`src/rtl/if_fetch_unit.sv`:
```
// Instruction-fetch stage: owns the PC, issues in-order word reads to instruction
// memory, tags responses with their PC and hands them to decode via a 2-entry queue.
module if_fetch_unit #(
  parameter logic [31:0] RESET_PC        = 32'h0000_0000,
  parameter int unsigned MAX_OUTSTANDING = 2
) (
  input  logic        clk,
  input  logic        rst,
  output logic        imem_req,
  output logic [31:0] imem_addr,
  input  logic        imem_gnt,
  input  logic        imem_rvalid,
  input  logic [31:0] imem_rdata,
  input  logic        redirect_en,
  input  logic [31:0] redirect_pc,
  output logic        instr_valid,
  input  logic        instr_ready,
  output logic [31:0] instr_o,
  output logic [31:0] pc_o,
  output logic        fetch_misalign
);

  localparam int         DATA_W  = 32;
  localparam logic [1:0] MAX_OUT = 2'(MAX_OUTSTANDING);

  // p0: request side
  logic [DATA_W-1:0] fetch_pc_p0;

  // p1: requests in flight (live ones carry a PC tag, dropped ones only a count)
  logic [1:0]        outstanding_p1;
  logic [1:0]        drop_p1;
  logic [DATA_W-1:0] tag_pc_p1 [2];
  logic              tag_rd_p1;
  logic              tag_wr_p1;

  // p2: decode queue, head slot always drives the outputs
  logic [1:0]        q_cnt_p2;
  logic [DATA_W-1:0] hd_instr_p2;
  logic [DATA_W-1:0] hd_pc_p2;
  logic [DATA_W-1:0] tl_instr_p2;
  logic [DATA_W-1:0] tl_pc_p2;

  logic              misalign_q;
  logic              grant;
  logic              push;
  logic              pop;
  logic [2:0]        occupancy;
  logic [DATA_W-1:0] push_pc;

  assign imem_addr      = fetch_pc_p0;
  assign instr_valid    = (q_cnt_p2 != 2'd0);
  assign instr_o        = hd_instr_p2;
  assign pc_o           = hd_pc_p2;
  assign fetch_misalign = misalign_q;
  assign push_pc        = tag_pc_p1[tag_rd_p1];

  // A slot freed by this cycle's pop may be reused by this cycle's request,
  // which is what sustains one instruction per cycle.
  always_comb begin
    pop       = instr_valid & instr_ready;
    occupancy = {1'b0, q_cnt_p2} + {1'b0, outstanding_p1} - {2'b00, pop};
    imem_req  = !rst && !redirect_en && (outstanding_p1 < MAX_OUT) && (occupancy < 3'd2);
    grant     = imem_req & imem_gnt;
    push      = imem_rvalid & (drop_p1 == 2'd0) & !redirect_en;
  end

  // p0 -> p1 boundary: PC advance, in-flight bookkeeping, redirect
  always_ff @(posedge clk) begin
    if (rst) begin
      fetch_pc_p0    <= RESET_PC;
      outstanding_p1 <= 2'd0;
      drop_p1        <= 2'd0;
      tag_rd_p1      <= 1'b0;
      tag_wr_p1      <= 1'b0;
      misalign_q     <= 1'b0;
    end else begin
      outstanding_p1 <= outstanding_p1 + {1'b0, grant} - {1'b0, imem_rvalid};
      if (redirect_en) begin
        // every request still in flight becomes stale; this cycle's response is discarded too
        fetch_pc_p0 <= {redirect_pc[DATA_W-1:2], 2'b00};
        drop_p1     <= outstanding_p1 - {1'b0, imem_rvalid};
        tag_rd_p1   <= tag_wr_p1;
        if (redirect_pc[1:0] != 2'b00) begin
          misalign_q <= 1'b1;
        end
      end else begin
        if (grant) begin
          fetch_pc_p0 <= fetch_pc_p0 + 32'd4;
          tag_wr_p1   <= ~tag_wr_p1;
        end
        if (imem_rvalid) begin
          if (drop_p1 != 2'd0) begin
            drop_p1 <= drop_p1 - 2'd1;
          end else begin
            tag_rd_p1 <= ~tag_rd_p1;
          end
        end
      end
    end
  end

  always_ff @(posedge clk) begin
    if (grant) begin
      tag_pc_p1[tag_wr_p1] <= fetch_pc_p0;
    end
  end

  // p1 -> p2 boundary: shift queue; a flush only clears the count so outputs hold
  always_ff @(posedge clk) begin
    if (rst) begin
      q_cnt_p2    <= 2'd0;
      hd_instr_p2 <= '0;
      hd_pc_p2    <= '0;
      tl_instr_p2 <= '0;
      tl_pc_p2    <= '0;
    end else if (redirect_en) begin
      q_cnt_p2 <= 2'd0;
    end else begin
      case ({push, pop})
        2'b11: begin
          if (q_cnt_p2 == 2'd2) begin
            hd_instr_p2 <= tl_instr_p2;
            hd_pc_p2    <= tl_pc_p2;
            tl_instr_p2 <= imem_rdata;
            tl_pc_p2    <= push_pc;
          end else begin
            hd_instr_p2 <= imem_rdata;
            hd_pc_p2    <= push_pc;
          end
        end
        2'b01: begin
          if (q_cnt_p2 == 2'd2) begin
            hd_instr_p2 <= tl_instr_p2;
            hd_pc_p2    <= tl_pc_p2;
          end
          q_cnt_p2 <= q_cnt_p2 - 2'd1;
        end
        2'b10: begin
          if (q_cnt_p2 == 2'd0) begin
            hd_instr_p2 <= imem_rdata;
            hd_pc_p2    <= push_pc;
          end else begin
            tl_instr_p2 <= imem_rdata;
            tl_pc_p2    <= push_pc;
          end
          q_cnt_p2 <= q_cnt_p2 + 2'd1;
        end
        default: ;
      endcase
    end
  end

endmodule

```
`config.mk`:
```
export PLATFORM = sky130hd
export DESIGN_NAME = if_fetch_unit
export DESIGN_NICKNAME = d
export VERILOG_FILES = /design/src/rtl/if_fetch_unit.sv
export SDC_FILE = /design/constraint.sdc
export NUM_CORES = 1
export LEC_CHECK = 0
export ABC_AREA = 1
export CORE_ASPECT_RATIO = 1.75
export CORE_UTILIZATION = 40
export CTS_CLUSTER_DIAMETER = 30
export DETAILED_ROUTE_END_ITERATION = 12
export PLACE_DENSITY = 0.62
export SLEW_MARGIN = 20
export SYNTH_ARGS = -nofsm -noshare
export SYNTH_HDL_FRONTEND = slang
export SYNTH_SLANG_ARGS = --single-unit
```
`constraint.sdc`:
```
create_clock -name clk -period 7.68 [get_ports clk]
set_input_delay 1.152 -clock clk [delete_from_list [all_inputs] [get_ports clk]]
set_output_delay 1.152 -clock clk [all_outputs]
set_load 0.05 [all_outputs]
```
==> results.cfg <==
[clocking]
post_cts_resized = 0
clockBufferDepth = 3
cts_hold_buf = 0
clk_latency_ps = 540
cts_sinks = 224
clock-root-buffer = clkbuf_16
cts_buffers = 41
cts_tree = done
h-tree-depth = 2
clkTransAtPathRegs_ps = 60
cts_setup_buffers = 0

[logic_synthesis]
synth-xor-area-share_pct = 1.00
synthSimpleGateAreaFrac_pct = 18.5
syn_area_per_cell_um2 = 7.10
synth_edf_count = 60
synth-seq-area-share_pct = 44.6
yosys_warnings = 0
yosys_most_used_dff = dfxtp_1
synth_cells = 1604
async_flop_share_pct = 0
synth_top_area_share_pct = 28.8
ys_top_cells_by_area = dfxtp_1, edfxtp_1, nand2_1
synth_top_family_by_area = compound AO/OA/AOI/OAI gates
synthAdderAreaFrac_pct = 1.27
ys_ff_latch = 224
synth_compound_area_share_pct = 23.0
yosys.cell_types.count = 35
yosysMostFrequentCell = nand2_1
netlist_area_mm2 = 0.0114
yosys-top-cells-count = nand2_1, a21oi_1, inv_1
synthMuxAreaShare_pct = 0
synth_largest_area_cell = dfxtp_1

[worst_setup_path]
r2r-end = outstanding_p1[1]$_SDFF_PP0_
cpMaxStageDelayCell = clkdlybuf4s50_1
cp-end-kind = primary output
crit_family = buffers and inverters
worstReg2RegStart = q_cnt_p2[1]$_SDFFE_PP0N_
r2r_cells = 19
path_max_fanout = 3
crit_required_ps = 6530
max_stage_delay_ps = 810
critical_path_class = primary input to primary output
rrSetupSlack_ps = 3630
worstPathCellList = clkdlybuf4s50_1 > nand2_1 > inv_1 > ha_1 > or2_2 > fa_1 > inv_1 > nor2_1 > nand2_1 > nor2_4 > clkdlybuf4s50_1
start_kind = primary input
crit_arrival_ps = 3990
path_buf_inv = 4

[global_routing]
use_met1_pct = 25.1
grt_pass1_vias = 10500
grtUsageTotal_pct = 22.5
use_met2_pct = 41.1
grt_pass1_wl_um = 51900
gr-total-overflow = 0
grt_antenna_before_repair = 0
top_usage_layer = met2
grt_util_met3_pct = 3.63
grt_max_degree = 95

[min_path]
min_delay_worst_endpoint = tl_pc_p2[17]$_SDFFE_PP0P_
worstHoldPathType = register to register
hp-start = tl_pc_p2[17]$_SDFFE_PP0P_
whs_path_depth = 2

[placement]
dp_slack_ps = 2550
gp_congestion = 0.890
port_buffers = 164
hpwl_um = 20400
dpl.cell_count = 2055
placed_cell_area_mm2 = 0.0132

[pwr]
cellPowerDensity_mw_per_mm2 = 257
power_w = 0.00373
leakage_nw = 5.85
vdd.ir_drop.worst_mv = 0.158

[die]
row_count = 81
die_x_um = 130
ios = 169
initial_utilization_pct = 40.7
die_h_um = 225
die_area_mm2 = 0.0292
core_area_mm2 = 0.0280

[finish]
final_layout_size_suffix_gt1_share_pct = 5.93
nets = 1806
fin_area_mm2 = 0.0145
stdcell_count = 2128
n_antenna_cell = 0
fillers = 2706
synthToLayoutAreaGrowth_pct = 27.7

[drt]
dr.pass1.iters = 5
drt_iter0_drc = 559
viasPerCell = 5.07
drt-total-wl_um = 32100
drcViolationCount = 0
num_vias = 10800
drt-wirelength-per-cell_um = 15.1
postRouteAntennaNets = 0

[sta]
hold_violations = 0
finalSetupViolCount = 0
max_slew_margin_pct = 30.6
worst_slew_pin_slew_ps = 1030
tns_ps = 0
fin_skew_ps = 25.1
drv_slew = 0
worst_slack_ps = 2540
finalCritPeriodShare_pct = 66.9
rsz0062_at_grt = no
max_freq_mhz = 195
fin_crit_ps = 5140

[run_status]
run_status = finished, final reports clean

[flow_run]
drv_cap = 0
sequential cells by signal, summed over array words and instances (netlist names), 2 cells and up, named ones only:
| register | cells |
|---|---|
| drop_p1 | 2 |
| imem_addr | 30 |
| instr_o | 32 |
| outstanding_p1 | 2 |
| pc_o | 30 |
| q_cnt_p2 | 2 |
| tag_pc_p1 | 60 |
| tl_instr_p2 | 32 |
| tl_pc_p2 | 30 |
placed cells by master (no fill, tap or decap), types with 2 or more instances in the layout:
master	count
clkinv_2	3
bufinv_16	2
inv_8	3
clkinvlp_4	3
nor2_1	114
conb_1	4
nor2_2	3
edfxtp_1	60
dfxtp_1	164
ha_1	10
clkinv_4	5
inv_2	2
nand2_2	4
nand3b_1	2
xnor2_1	5
clkbuf_16	42
o21bai_1	33
nor2_4	3
clkdlybuf4s50_1	163
a21oi_1	251
inv_6	4
clkinv_1	2
nand2_1	360
clkbuf_1	4
inv_4	2
xor2_1	8
a31oi_1	2
nand3_1	45
o21ai_1	14
o21ai_0	151
buf_4	16
clkbuf_8	4
inv_1	220
clkinv_8	2
o22ai_1	32
a22oi_1	3
per-layer routing:
metal,share of wire [%],vias up
li1,-,5436
met1,40,4937
met2,50,335
met3,5.4,75
met4,3.7,0
met5,0,-
worst max-delay path by stage:
stage	slack [ps]	cells past startpoint	to	from
6_report	2540	11	imem_req	instr_ready
3_5_place_dp	2550	11	imem_req	instr_ready
2_1_floorplan	2770	13	tag_pc_p1[0][10]$_DFFE_PP_	instr_ready
3_3_place_gp	2580	11	imem_req	instr_ready
4_1_cts	2540	11	imem_req	instr_ready
5_1_grt	2410	11	imem_req	instr_ready
through the flow:
stage | util [%] | hold WS (ps)
4_1_cts | 52.0 | 455
5_1_grt | 52.0 | 469
6_report | 52.0 | 455
3_3_place_gp | 47.1 | 442
2_1_floorplan | - | 434
3_5_place_dp | 47.1 | 444
worst reg2reg max path: cells and delay by family (launching register included):
| kind | cells | cell delay (ps) |
|---|---|---|
| XOR/XNOR | 2 | 340 |
| adder cells (fa/ha/maj) | 3 | 900 |
| flip-flops | 1 | 330 |
| buffers and inverters | 4 | 860 |
| AND/OR/NAND/NOR | 10 | 1500 |
power by group:
| part | switching [W] | internal, W | total (W) |
|---|---|---|---|
| clock | 0.000649 | 0.00112 | 0.00177 |
| sequential | 0.0000585 | 0.00129 | 0.00134 |
| combinational | 0.000409 | 0.000206 | 0.000615 |
| total | 0.00112 | 0.00261 | 0.00373 |
kinds of logic after synthesis:
logic type      Yosys count
simple gates            534
other cells               1
buf+inv                 330
xor+xnor                 13
fa+ha+maj                11
flops                   224
compound gates          491
area by class of cell:
class | instances | area [µm²] | share of cell area [%]
Inverter | 225 | 848 | 5.83
Timing Repair Buffer | 180 | 1760 | 12.1
Tap cell | 373 | 467 | 3.21
Sequential cell | 224 | 5080 | 35.0
Multi-Input combinational cell | 1053 | 5020 | 34.5
Clock buffer | 50 | 1120 | 7.71
Clock inverter | 23 | 248 | 1.70
No activity file was read; power rests on OpenSTA's default activity.
==> variant (same flow settings) <==
Reset style: asynchronous (`rst`), changed in 2 clocked blocks.
--- a/src/rtl/if_fetch_unit.sv
+++ b/src/rtl/if_fetch_unit.sv
@@ -65,7 +65,7 @@
   end
 
   // p0 -> p1 boundary: PC advance, in-flight bookkeeping, redirect
-  always_ff @(posedge clk) begin
+  always_ff @(posedge clk or posedge rst) begin
     if (rst) begin
       fetch_pc_p0    <= RESET_PC;
       outstanding_p1 <= 2'd0;
@@ -106,7 +106,7 @@
   end
 
   // p1 -> p2 boundary: shift queue; a flush only clears the count so outputs hold
-  always_ff @(posedge clk) begin
+  always_ff @(posedge clk or posedge rst) begin
     if (rst) begin
       q_cnt_p2    <= 2'd0;
       hd_instr_p2 <= '0;
Function: differs if rst is asserted again (counterexample within 4 cycles, from zero or initial values and one cycle with rst high); with rst held inactive, the same outputs for 4 cycles.
==> variant against the unedited design <==
- synthesized area is 2.5% higher
- highest routed layer unchanged
- fmax is 0.83% lower
- routed wire length decreased by 5.0%
- utilization fell by 0.46 points
- setup slack got worse by 0.043 ns
- sequential cell count unchanged
- critical path depth decreased by 1
- design area rose by 1.4%
Power is not compared: it rests on default switching activity, and its combinational part moved more than twofold at a synthesized area within 25%.
==> variant: results (changes against the unedited design) <==
outcome=finished, final reports clean; delay of the slowest cell on the worst path=0.70 ns (-0.11 ns); share of synthesized flip-flops with an asynchronous set or reset=73.21% (+73 points); share of layout cells above drive strength 1=5.619% (-0.31 points); vias in the first global route=10000 (-4.8%); top fanout value on the critical path=83 (+80); wire length per cell=14.37 um (-4.7%); global placement routability congestion=0.8326 (-6.4%); data arrival time of the worst path=4.03 ns (+0.04 ns); transition time at the pin with the least slew margin=0.9147 ns (-0.1199 ns); number of DRC violations after detailed-routing iteration 0=490 (-12%); post-detail-place hpwl=19740 um (-3.3%); wire length of the first global-routing pass=50540 um (-2.7%); Worst-Skew Late Latency=0.52 ns (-0.02 ns); global router's overall resource usage=20.88% (-1.6 points); quantity of I/O buffers inserted on ports=166 (+1.2%); ys flop type=dfrtp_1; top post-synthesis cells by count=nand2_1, dfrtp_1, inv_1; clock buffer count from CTS=37 (-9.8%); ranking of synthesized cells by area=dfrtp_1, nand2_1, edfxtp_1; count of nets after finishing=1794 (-0.66%); final setup skew=0.01654 ns (-0.008531 ns); sequential share of the synthesized area=50.56% (+5.9 points); drt via density=4.890 (-3.5%); HP Class=flop to flop; Netlist cell types=36 (+2.9%); largest net degree at the start of global routing=84 (-12%); net switching power=2.371 mW; deepest clock path buffer count=3 (unchanged); CTS Root Buffer Type=clkbuf_16
-- variant: changes by cell type in the layout (fill, tap and decap cells not counted), moves of 5 or more --
| cell | delta |
|---|---|
| clkbuf_16 | -5 |
| o21ai_0 | -90 |
| a21oi_1 | -247 |
| dfrtp_1 | +164 |
| nand3_1 | +68 |
| o21ai_1 | +37 |
| inv_1 | -105 |
| o22ai_1 | -32 |
| nand2_1 | +459 |
| o21bai_1 | -28 |
| buf_4 | -7 |
| nor2_1 | -65 |
| dfxtp_1 | -164 |
-- variant: area by class of cell --
cell class,count,area [sq um]
Clock buffer,46,1030
Clock inverter,20,225.2
Fill cell,2736,13870
Inverter,126,490.5
Multi-Input combinational cell,1153,4901
Sequential cell,224,5906
Tap cell,378,473.0
Timing Repair Buffer,175,1729
-- variant: critical path, delay by kind of cell (launching register included) --
kind / cells / cell delay (ns)
buf+inv: 4 / 2.05
fa+ha+maj: 1 / 0.43
simple gates: 5 / 0.62
flops: 1 / 0.41
-- variant: worst paths after layout --
kind	from	to	slack [ns]	cells past startpoint
worst max-delay path	q_cnt_p2[1]	imem_req	2.50	10
worst min-delay path	instr_o[7]	instr_o[7]	0.47	2
worst max register to register	q_cnt_p2[1]	tag_pc_p1[0][5]	3.62	10
worst min register to register	instr_o[7]	instr_o[7]	0.47	2
max in group asynchronous	rst	tl_pc_p2[4]	4.61	4
min in group asynchronous	rst	tl_pc_p2[21]	1.02	2
-- variant: kinds of logic (layout without fill, tap and decap cells) --
logic type / count (synthesis) / in the layout / share of synthesized area [%]
other: 1 / 2 / 0.03211
adders and majority gates: 7 / 7 / 0.8141
buffers and inverters: 202 / 367 / 7.724
AOI/OAI and AO/OA: 127 / 127 / 5.678
xor gates and xnor gates: 12 / 12 / 0.8999
DFF: 224 / 224 / 50.56
and+or+nand+nor: 1005 / 1005 / 34.29
-- variant: routing by layer --
| metal | vias to the layer above | track usage (%) | routed length, um |
|---|---|---|---|
| met2 | 267 | 38.75 | 15870 |
| met3 | 71 | 3.156 | 1342 |
| met5 | - | 0 | 0 |
| met4 | 0 | 10.37 | 1309 |
| li1 | 5194 | - | - |
| met1 | 4845 | 22.84 | 11970 |
-- variant: stage by stage --
| step | cell area (sq um) | setup slack, ns | cells |
|---|---|---|---|
| final | 14750 | 2.499 | 2122 |
| after global routing | 14750 | 2.255 | 2122 |
| after CTS | 14750 | 2.449 | 2122 |
| after detailed placement | 13500 | 2.919 | 2056 |
| after global placement | 13500 | 2.945 | 2056 |
| after floorplan | 11680 | 0.7281 | 1579 |
